**src/rtl/user_int_scheduler_pkg.sv**
```systemverilog
// Shared types and helpers for the user interrupt scheduler and the
// round-robin picker reused by the DMA channel schedulers.
package user_int_pkg;

  typedef enum logic [2:0] {
    IDLE     = 3'd0,
    WR_REQ   = 3'd1,
    WR_WAIT  = 3'd2,
    ACK      = 3'd3,
    WAIT_INT = 3'd4,
    MSI      = 3'd5
  } sched_state_t;

  localparam int STATUS_QWORD_W = 64;

  // Arbitration is sized for the largest supported source count; callers
  // zero-pad their request vector up to RR_MAX_N.
  localparam int RR_MAX_N = 32;
  localparam int RR_IDX_W = 5;

  typedef struct packed {
    logic                found;
    logic [RR_IDX_W-1:0] idx;
  } rr_pick_t;

  // First set request at or after ptr, wrapping at n. ptr must be below n,
  // so a single conditional subtract replaces the modulo.
  function automatic rr_pick_t rr_pick(input logic [RR_MAX_N-1:0] req,
                                       input logic [RR_IDX_W-1:0] ptr,
                                       input int                  n);
    rr_pick_t   res;
    logic [5:0] cand;
    res = '0;
    for (int off = 0; off < RR_MAX_N; off++) begin
      if (off < n && !res.found) begin
        cand = {1'b0, ptr} + 6'(off);
        if (cand >= 6'(n)) cand = cand - 6'(n);
        if (req[cand[RR_IDX_W-1:0]]) begin
          res.found = 1'b1;
          res.idx   = cand[RR_IDX_W-1:0];
        end
      end
    end
    return res;
  endfunction

endpackage

```
**src/rtl/user_int_scheduler_rr_arbiter.sv**
```systemverilog
// Combinational N-input round-robin picker: grants the first requester at
// or after the pointer, cyclically.
module rr_arbiter
  import user_int_pkg::*;
#(
  parameter int N = 1
) (
  input  logic [N-1:0]        i_req,
  input  logic [RR_IDX_W-1:0] i_rr_ptr,
  output logic [RR_IDX_W-1:0] o_grant_idx,
  output logic                o_grant_found
);

  logic [RR_MAX_N-1:0] w_req_ext;
  rr_pick_t            w_pick;

  // Widen the request vector to the picker's fixed width.
  genvar gi;
  generate
    for (gi = 0; gi < RR_MAX_N; gi++) begin : g_ext
      if (gi < N) begin : g_in
        assign w_req_ext[gi] = i_req[gi];
      end else begin : g_pad
        assign w_req_ext[gi] = 1'b0;
      end
    end
  endgenerate

  assign w_pick        = rr_pick(w_req_ext, i_rr_ptr, N);
  assign o_grant_idx   = w_pick.idx;
  assign o_grant_found = w_pick.found;

endmodule

```
**src/rtl/user_int_scheduler.sv**
```systemverilog
// Round-robin scheduler sharing one status-write channel and one MSI port
// among NUM_OF_INTERRUPTS user interrupt sources. Per grant: write the
// status qword to the host, ack the source, wait for its int_req, send MSI.
// Optional watchdog: define USER_INT_TIMEOUT_EN to bound the waiting states
// by TIMEOUT_CYCLES and raise a sticky timeout_err on expiry.
module user_int_scheduler
  import user_int_pkg::*;
#(
  parameter int NUM_OF_INTERRUPTS = 1,
  parameter int MSI_VECTOR_BASE   = 0,
  parameter int MSI_VEC_WIDTH     = 5,
  parameter int TIMEOUT_CYCLES    = 1024
) (
  input  logic                                   s_axi_clk,
  input  logic                                   s_axi_rstn,
  input  logic [NUM_OF_INTERRUPTS-1:0]           status_req,
  output logic [NUM_OF_INTERRUPTS-1:0]           status_ack,
  input  logic [STATUS_QWORD_W*NUM_OF_INTERRUPTS-1:0] status_qword,
  input  logic [STATUS_QWORD_W*NUM_OF_INTERRUPTS-1:0] status_addr,
  input  logic [NUM_OF_INTERRUPTS-1:0]           int_req,
  output logic                                   wr_valid,
  input  logic                                   wr_ready,
  output logic [63:0]                            wr_addr,
  output logic [63:0]                            wr_data,
  input  logic                                   wr_done,
  output logic                                   msi_req,
  output logic [MSI_VEC_WIDTH-1:0]               msi_vector,
  input  logic                                   msi_ack,
  output logic                                   busy,
  output logic                                   timeout_err
);

  sched_state_t              r_state;
  sched_state_t              w_state_next;
  logic [RR_IDX_W-1:0]       r_grant;
  logic [RR_IDX_W-1:0]       r_rr_ptr;
  logic [RR_IDX_W-1:0]       w_rr_ptr_next;
  logic [63:0]               r_wr_addr;
  logic [63:0]               r_wr_data;
  logic [MSI_VEC_WIDTH-1:0]  r_msi_vector;
  logic [RR_IDX_W-1:0]       w_grant_idx;
  logic                      w_grant_found;
  logic [63:0]               w_sel_addr;
  logic [63:0]               w_sel_data;
  logic                      w_int_hit;
  logic                      w_advance;
  logic                      w_tmo_hit;
  logic                      w_tmo_skip;

  rr_arbiter #(
    .N (NUM_OF_INTERRUPTS)
  ) u_rr_arbiter (
    .i_req         (status_req),
    .i_rr_ptr      (r_rr_ptr),
    .o_grant_idx   (w_grant_idx),
    .o_grant_found (w_grant_found)
  );

  // Select the candidate source's address/qword and the granted int_req bit.
  always_comb begin
    w_sel_addr = '0;
    w_sel_data = '0;
    w_int_hit  = 1'b0;
    for (int k = 0; k < NUM_OF_INTERRUPTS; k++) begin
      if (w_grant_idx == RR_IDX_W'(k)) begin
        w_sel_addr = status_addr[k*STATUS_QWORD_W +: STATUS_QWORD_W];
        w_sel_data = status_qword[k*STATUS_QWORD_W +: STATUS_QWORD_W];
      end
      if (r_grant == RR_IDX_W'(k)) w_int_hit = int_req[k];
    end
  end

  // Pointer moves just past the source that was served.
  assign w_rr_ptr_next = (r_grant == RR_IDX_W'(NUM_OF_INTERRUPTS - 1)) ?
                         '0 : r_grant + RR_IDX_W'(1);

  // Next-state logic; normal events always take priority over a watchdog expiry.
  always_comb begin
    w_state_next = r_state;
    w_advance    = 1'b0;
    case (r_state)
      IDLE:     if (w_grant_found) w_state_next = WR_REQ;
      WR_REQ:   if (wr_ready) w_state_next = wr_done ? ACK : WR_WAIT;
      WR_WAIT:  if (wr_done || w_tmo_hit) w_state_next = ACK;
      ACK: begin
        w_state_next = w_tmo_skip ? IDLE : WAIT_INT;
        w_advance    = w_tmo_skip;
      end
      WAIT_INT: begin
        if (w_int_hit) begin
          w_state_next = MSI;
        end else if (w_tmo_hit) begin
          w_state_next = IDLE;
          w_advance    = 1'b1;
        end
      end
      MSI: begin
        if (msi_ack || w_tmo_hit) begin
          w_state_next = IDLE;
          w_advance    = 1'b1;
        end
      end
      default:  w_state_next = IDLE;
    endcase
  end

  // State, grant capture and round-robin pointer.
  always_ff @(posedge s_axi_clk or negedge s_axi_rstn) begin
    if (!s_axi_rstn) begin
      r_state      <= IDLE;
      r_grant      <= '0;
      r_rr_ptr     <= '0;
      r_wr_addr    <= '0;
      r_wr_data    <= '0;
      r_msi_vector <= '0;
    end else begin
      r_state <= w_state_next;
      if (r_state == IDLE && w_grant_found) begin
        r_grant      <= w_grant_idx;
        r_wr_addr    <= w_sel_addr;
        r_wr_data    <= w_sel_data;
        r_msi_vector <= MSI_VEC_WIDTH'(MSI_VECTOR_BASE + 32'(w_grant_idx));
      end
      if (w_advance) r_rr_ptr <= w_rr_ptr_next;
    end
  end

`ifdef USER_INT_TIMEOUT_EN
  logic [31:0] r_tmo_cnt;
  logic        r_tmo_err;
  logic        r_tmo_skip;
  logic        w_tmo_counting;
  logic        w_tmo_fire;

  assign w_tmo_counting = (r_state == WR_WAIT) || (r_state == WAIT_INT) ||
                          (r_state == MSI);
  assign w_tmo_hit      = w_tmo_counting &&
                          (r_tmo_cnt == 32'(TIMEOUT_CYCLES - 1));
  assign w_tmo_fire     = w_tmo_hit &&
                          !((r_state == WR_WAIT  && wr_done)   ||
                            (r_state == WAIT_INT && w_int_hit) ||
                            (r_state == MSI      && msi_ack));
  assign w_tmo_skip     = r_tmo_skip;
  assign timeout_err    = r_tmo_err;

  // Watchdog: count cycles spent in a waiting state, restart on every state change.
  always_ff @(posedge s_axi_clk or negedge s_axi_rstn) begin
    if (!s_axi_rstn) begin
      r_tmo_cnt  <= '0;
      r_tmo_err  <= 1'b0;
      r_tmo_skip <= 1'b0;
    end else begin
      if (w_state_next != r_state) r_tmo_cnt <= '0;
      else if (w_tmo_counting)     r_tmo_cnt <= r_tmo_cnt + 32'd1;
      if (w_tmo_fire) r_tmo_err <= 1'b1;
      // An expired write still acks the source, then skips the MSI leg.
      if (r_state == WR_WAIT && w_tmo_fire) r_tmo_skip <= 1'b1;
      else if (r_state == ACK)              r_tmo_skip <= 1'b0;
    end
  end
`else
  // Without the watchdog the FSM waits indefinitely; the limit is inert.
  logic w_unused_tmo;
  assign w_unused_tmo = |TIMEOUT_CYCLES;
  assign w_tmo_hit    = 1'b0;
  assign w_tmo_skip   = 1'b0;
  assign timeout_err  = 1'b0;
`endif

  // One-cycle ack to the granted source while in ACK.
  always_comb begin
    status_ack = '0;
    for (int k = 0; k < NUM_OF_INTERRUPTS; k++) begin
      if (r_state == ACK && r_grant == RR_IDX_W'(k)) status_ack[k] = 1'b1;
    end
  end

  assign wr_valid   = (r_state == WR_REQ);
  assign wr_addr    = r_wr_addr;
  assign wr_data    = r_wr_data;
  assign msi_req    = (r_state == MSI);
  assign msi_vector = r_msi_vector;
  assign busy       = (r_state != IDLE);

endmodule

```
**config.mk**
```make
export PLATFORM = sky130hd
export DESIGN_NAME = user_int_scheduler
export DESIGN_NICKNAME = d
export VERILOG_FILES = /design/src/rtl/user_int_scheduler_pkg.sv /design/src/rtl/user_int_scheduler_rr_arbiter.sv /design/src/rtl/user_int_scheduler.sv
export SDC_FILE = /design/constraint.sdc
export NUM_CORES = 1
export LEC_CHECK = 0
export BUFFER_PORTS_ARGS = -buffer_cell sky130_fd_sc_hd__buf_2
export CORE_MARGIN = 2
export CORE_UTILIZATION = 49
export CTS_CLUSTER_DIAMETER = 40
export DETAILED_ROUTE_END_ITERATION = 16
export PLACE_DENSITY = 0.86
export SLEW_MARGIN = 20
export SYNTH_ARGS = -nofsm -noshare
export SYNTH_HDL_FRONTEND = slang
export SYNTH_SLANG_ARGS = --single-unit
export TNS_END_PERCENT = 50
```
**constraint.sdc**
```tcl
create_clock -name s_axi_clk -period 3.3 [get_ports s_axi_clk]
set_clock_uncertainty 0.15 [all_clocks]
set_input_delay 0.495 -clock s_axi_clk [delete_from_list [all_inputs] [get_ports s_axi_clk]]
set_output_delay 0.495 -clock s_axi_clk [all_outputs]
set_load 0.1 [all_outputs]
```
## Yosys cells after proc, flatten, opt, wreduce, memory -nomap -nowiden

Cells that the tools add are included.

- Bits in registers: 141
- Input bits: 135

- Add/subtract/negate cells: 2
- $lt $le $gt $ge: 2
- Eq/ne operators: 10
- Mux-type cells: 18
- Reductions and logical operators: 7

Operators with widths:

| cell | number |
|---|---|
| $mux W64 | 2 |
| $pmux W3 S6 | 1 |
| $mux W3 | 5 |
| $logic_not A5 Y1 | 2 |
| $mux W5 | 2 |
| $eq A3 B2 Y1 const B | 2 |
| $eq A3 B3 Y1 const B | 2 |
| $lt A5 B6 Y1 const B | 1 |
| $mux W1 | 6 |
| $mux W6 | 1 |
| $ne A2 B1 Y1 const B | 3 |
| $add A5 B1 Y5 const B | 1 |
| $bmux W1 S5 | 1 |
| $ge A5 B1 Y1 const B | 1 |
| $reduce_and A5 Y1 | 1 |
| $sub A5 B1 Y5 const B | 1 |
| $ne A2 B2 Y1 const B | 2 |
| $eq A3 B1 Y1 const B | 1 |
| $logic_not A3 Y1 | 1 |
| $reduce_bool A3 Y1 | 1 |
| $logic_and A1 B1 Y1 | 2 |

## Longest topological paths before layout

- Depth in word-level cells: 7
- Mapped depth: 9

## By module

A second synthesis with hierarchy kept.

- Cell total of the unflattened synthesis: 363
- Area total of the unflattened synthesis: 5345.1 um^2

By module, submodules not included:

| module | times used | cells each | area an instance (um^2) |
|---|---|---|---|
| user_int_scheduler | 1 | 349 | 5228.8 |
| rr_arbiter | 1 | 14 | 116.4 |

## Worst setup path after synthesis

Ideal clock, no wire load.

- Path kind: register -> output
- From: register, netlist name msi_vector[0]
- To: output status_ack
- Arrival: 3.806 ns
- Data required time: 2.655 ns
- Path slack: -1.151 ns
- Cell stages (with the launch flop): 5
- Buffers on the path: 0
- Path through: dfrtp_1 inv_1 ha_1 nor4b_1 nor3b_1

RTL lines:

| element | RTL line | RTL |
|---|---|---|
| end: declaration | user_int_scheduler.sv:17 | `output logic [NUM_OF_INTERRUPTS-1:0] status_ack,` |

==> results.ini <==
[placed_design]
place.port_buffers = 271
detailed_place_hpwl_um = 9440
dpl_worst_slack_ps = 613
finalWeightedCongestion = 0.746

[clock_tree]
cts-resized-gates = 0
clockRootBuffer = clkbuf_8
cts.sinks = 141
cts_buffer_depth = 2
cts_tree = built
clk-insertion-delay-late_ps = 510
clk_pin_slew_ps = 60
tritoncts.num_buffers = 17
cts_htree_levels = 4

[die]
die_h_um = 110
design.die.area_um2 = 12100
dieWidth_um = 110
initial_core_utilization_pct = 50.5
std_cell_rows = 38
io-pin-count = 273
core_region_area_um2 = 10900

[grt]
maximum_number_of_pins_on_one_net_before_global_route_repair = 82
antenna_violations_before_repair = 0
number_of_global_route_vias_before_repair = 3936
gr-total-overflow = 0
groute.usage.overall_pct = 21.5
first_pass_grt_wire_length_um = 19300

[critical_path]
start_kind = register
worst_path_cell_trace = inv_1 -> ha_1 -> nor4b_1 -> buf_4 -> nor3b_2 -> buf_2
regToRegSetupSlack_ps = 620
crit_slowest_cell = buf_2
critPathCaptureType = primary output
critPathArrivalTime_ps = 2190
regToRegStartpoint = r_rr_ptr[0]
worst_r2r_path_depth = 7
timing.critical_path.slowest_cell_delay_ps = 450
critical_path.max_fanout = 5
critical_path_required_ps = 2650
r2r-end = wr_data[54]
timing.setup.critical_path_class = register to primary output

[synth]
yosysSeqAreaShare_pct = 64.2
yosys_most_used_dff = dfrtp_1
netlist_area_um2 = 5490
number_of_storage_elements_in_the_synthesis_netlist = 141
post_synthesis_net_count = 486
avgSynthCellArea_um2 = 15.8
count_of_cell_types_in_the_netlist = 34
post_synth_inst_count = 347
yosys_warnings = 0
async_reset_ff_share_pct = 100
number_of_enable_flip_flop_cells_after_synthesis = 0

[layout]
design.final.nets = 767
fillers = 743
layout-area-overhead-vs-synth_pct = 38.3
final_layout_size_suffix_gt1_share_pct = 58.5
multi_input_area_um2 = 1820
antenna-diode-count = 0
sequential_cell_area_um2 = 3530

[timing]
post_route_setup_tns_ps = 0
report.final.slew_viol_count = 0
finalSetupViolCount = 0
hold_viol_final = 0
rsz0062_at_grt = no
fin_ws_ps = 461
timing.slew.headroom_pct = 61.6
final.period_utilization_pct = 86.0
tightest_slew_ps = 574
achievable-frequency_mhz = 352
final.min_clock_period_ps = 2840

[power]
power_density_nw_per_um2 = 480
static-leakage-power_nw = 4.50
vdd_drop_max_mv = 0.308

[run_status]
status = finished, final reports clean

[min_path]
holdPathStages = 2
worstHoldStart = status_qword[30]
min_path_type = primary input to register
holdPathEnd = wr_data[30]

[route]
wirelength_um = 12700
via_per_inst = 4.91
post_drt_wl_per_cell_um = 16.4
drt_pass1_iterations = 4
remaining_drc_errors = 0
drt.antenna.violating_nets = 0
via_count = 3821
number_of_drc_markers_after_the_initial_detailed_route_iteration = 96

[run]
cap_viol_max_count = 0

[cells in the final DEF, fill, tap and decap left out, types with 2 or more instances in the layout]
cell | netlist | routed
clkbuf_8 | 0 | 3
xor2_1 | 3 | 3
buf_2 | 6 | 270
ha_1 | 4 | 4
nand2b_1 | 3 | 3
buf_12 | 0 | 5
mux2_1 | 65 | 65
nor2_1 | 4 | 4
o31ai_1 | 2 | 2
clkinvlp_4 | 0 | 4
dfrtp_1 | 141 | 141
nand3_1 | 2 | 2
xnor2_1 | 2 | 2
buf_4 | 1 | 2
nand2_1 | 8 | 8
o21ai_0 | 5 | 5
nor3b_2 | 0 | 2
bufinv_16 | 0 | 2
clkbuf_16 | 0 | 16
inv_1 | 6 | 6
clkinv_2 | 0 | 2
clkinv_4 | 0 | 2
nor2b_1 | 5 | 5
mux2_2 | 63 | 63
[logic make-up (layout without fill, tap and decap cells)]
kind of cell             count (synthesis)  after routing  synth area share (%)
other                                    1              1                0.0683
AND/OR/NAND/NOR                         29             29                  2.80
XOR/XNOR                                 5              5                 0.797
adder cells (fa/ha/maj)                  4              4                 0.911
multiplexers                           128            128                  26.2
AO/OA/AOI/OAI                           16             16                  2.10
buffers and inverters                   23            315                  2.87
flip-flops                             141            141                  64.2
[flip-flops by register name, indices dropped and copies added (netlist names)]
register	count
wr_addr	64
wr_data	64
msi_vector	5
r_rr_ptr	5
r_state	3
[per-layer routing]
metal / track usage [%] / part of all wire [%] / vias to the layer above
met3: 8.48 / 9.5 / 19
met4: 7.87 / 1.8 / 0
met5: 0 / 0 / -
li1: - / - / 1788
met2: 37.8 / 52 / 181
met1: 23.2 / 37 / 1833
[final cells by class]
| cell class | instances | area share, % |
|---|---|---|
| flip-flops and latches | 141 | 46.4 |
| inverters | 6 | 0.296 |
| clock buffers | 20 | 5.86 |
| multi-input cells | 183 | 24.0 |
| well taps | 140 | 2.30 |
| repair buffers | 279 | 19.6 |
| clock inverters | 10 | 1.55 |
[per-stage QoR]
stage	util (%)	instances	hold slack [ps]	total power, mW	cell area, µm²
floorplan	-	347	49.4	1.77	5500
global placement	64.5	748	313	1.88	7030
detailed placement	64.5	748	319	1.89	7030
CTS	69.8	779	13.1	3.71	7600
global route	69.8	779	22.3	3.79	7600
finish	69.8	779	45.8	3.65	7600
[critical path, delay by kind of cell (launching register included)]
family	cells	cell delay (ps)
adders and majority gates	1	140
buffers and inverters	3	730
DFF	1	440
and+or+nand+nor	2	380
[synth_stat cells, types with 2 or more instances]
cell	number	area [µm²]
dfrtp_1	141	3530
xor2_1	3	26.3
nand2_1	8	30.0
nand3_1	2	10.0
inv_1	6	22.5
mux2_1	65	732
xnor2_1	2	17.5
buf_6	8	90.1
nor2_1	4	15.0
o31ai_1	2	15.0
buf_2	6	30.0
nor3b_1	2	15.0
nor2b_1	5	31.3
mux2_2	63	709
o21ai_0	5	25.0
nand2b_1	3	18.8
ha_1	4	50.1
clkbuf_1	2	7.51
[worst max-delay path by stage]
stage / from / cells past startpoint / slack, ps / endpoint
final: msi_vector[0] / 6 / 460 / status_ack
after global routing: msi_vector[0] / 6 / 270 / status_ack
after CTS: msi_vector[0] / 6 / 410 / status_ack
after detailed placement: r_rr_ptr[0] / 7 / 610 / wr_data[54]
after global placement: r_rr_ptr[0] / 7 / 680 / wr_addr[45]
after floorplan: msi_vector[0] / 4 / -160 / status_ack
[where the power goes]
group	switching [mW]	leakage [nW]	internal, mW
Sequential	0	1.96	1.73
Combinational	0.0618	2.28	0.0609
Clock	0.694	0.265	1.10
Total	0.756	4.50	2.90
[timing repair]
item,in CTS,in global routing
setup buffers,0,0
hold buffers,1,0
hold endpoints to repair,60,0
No activity file was read; power rests on OpenSTA's default activity.
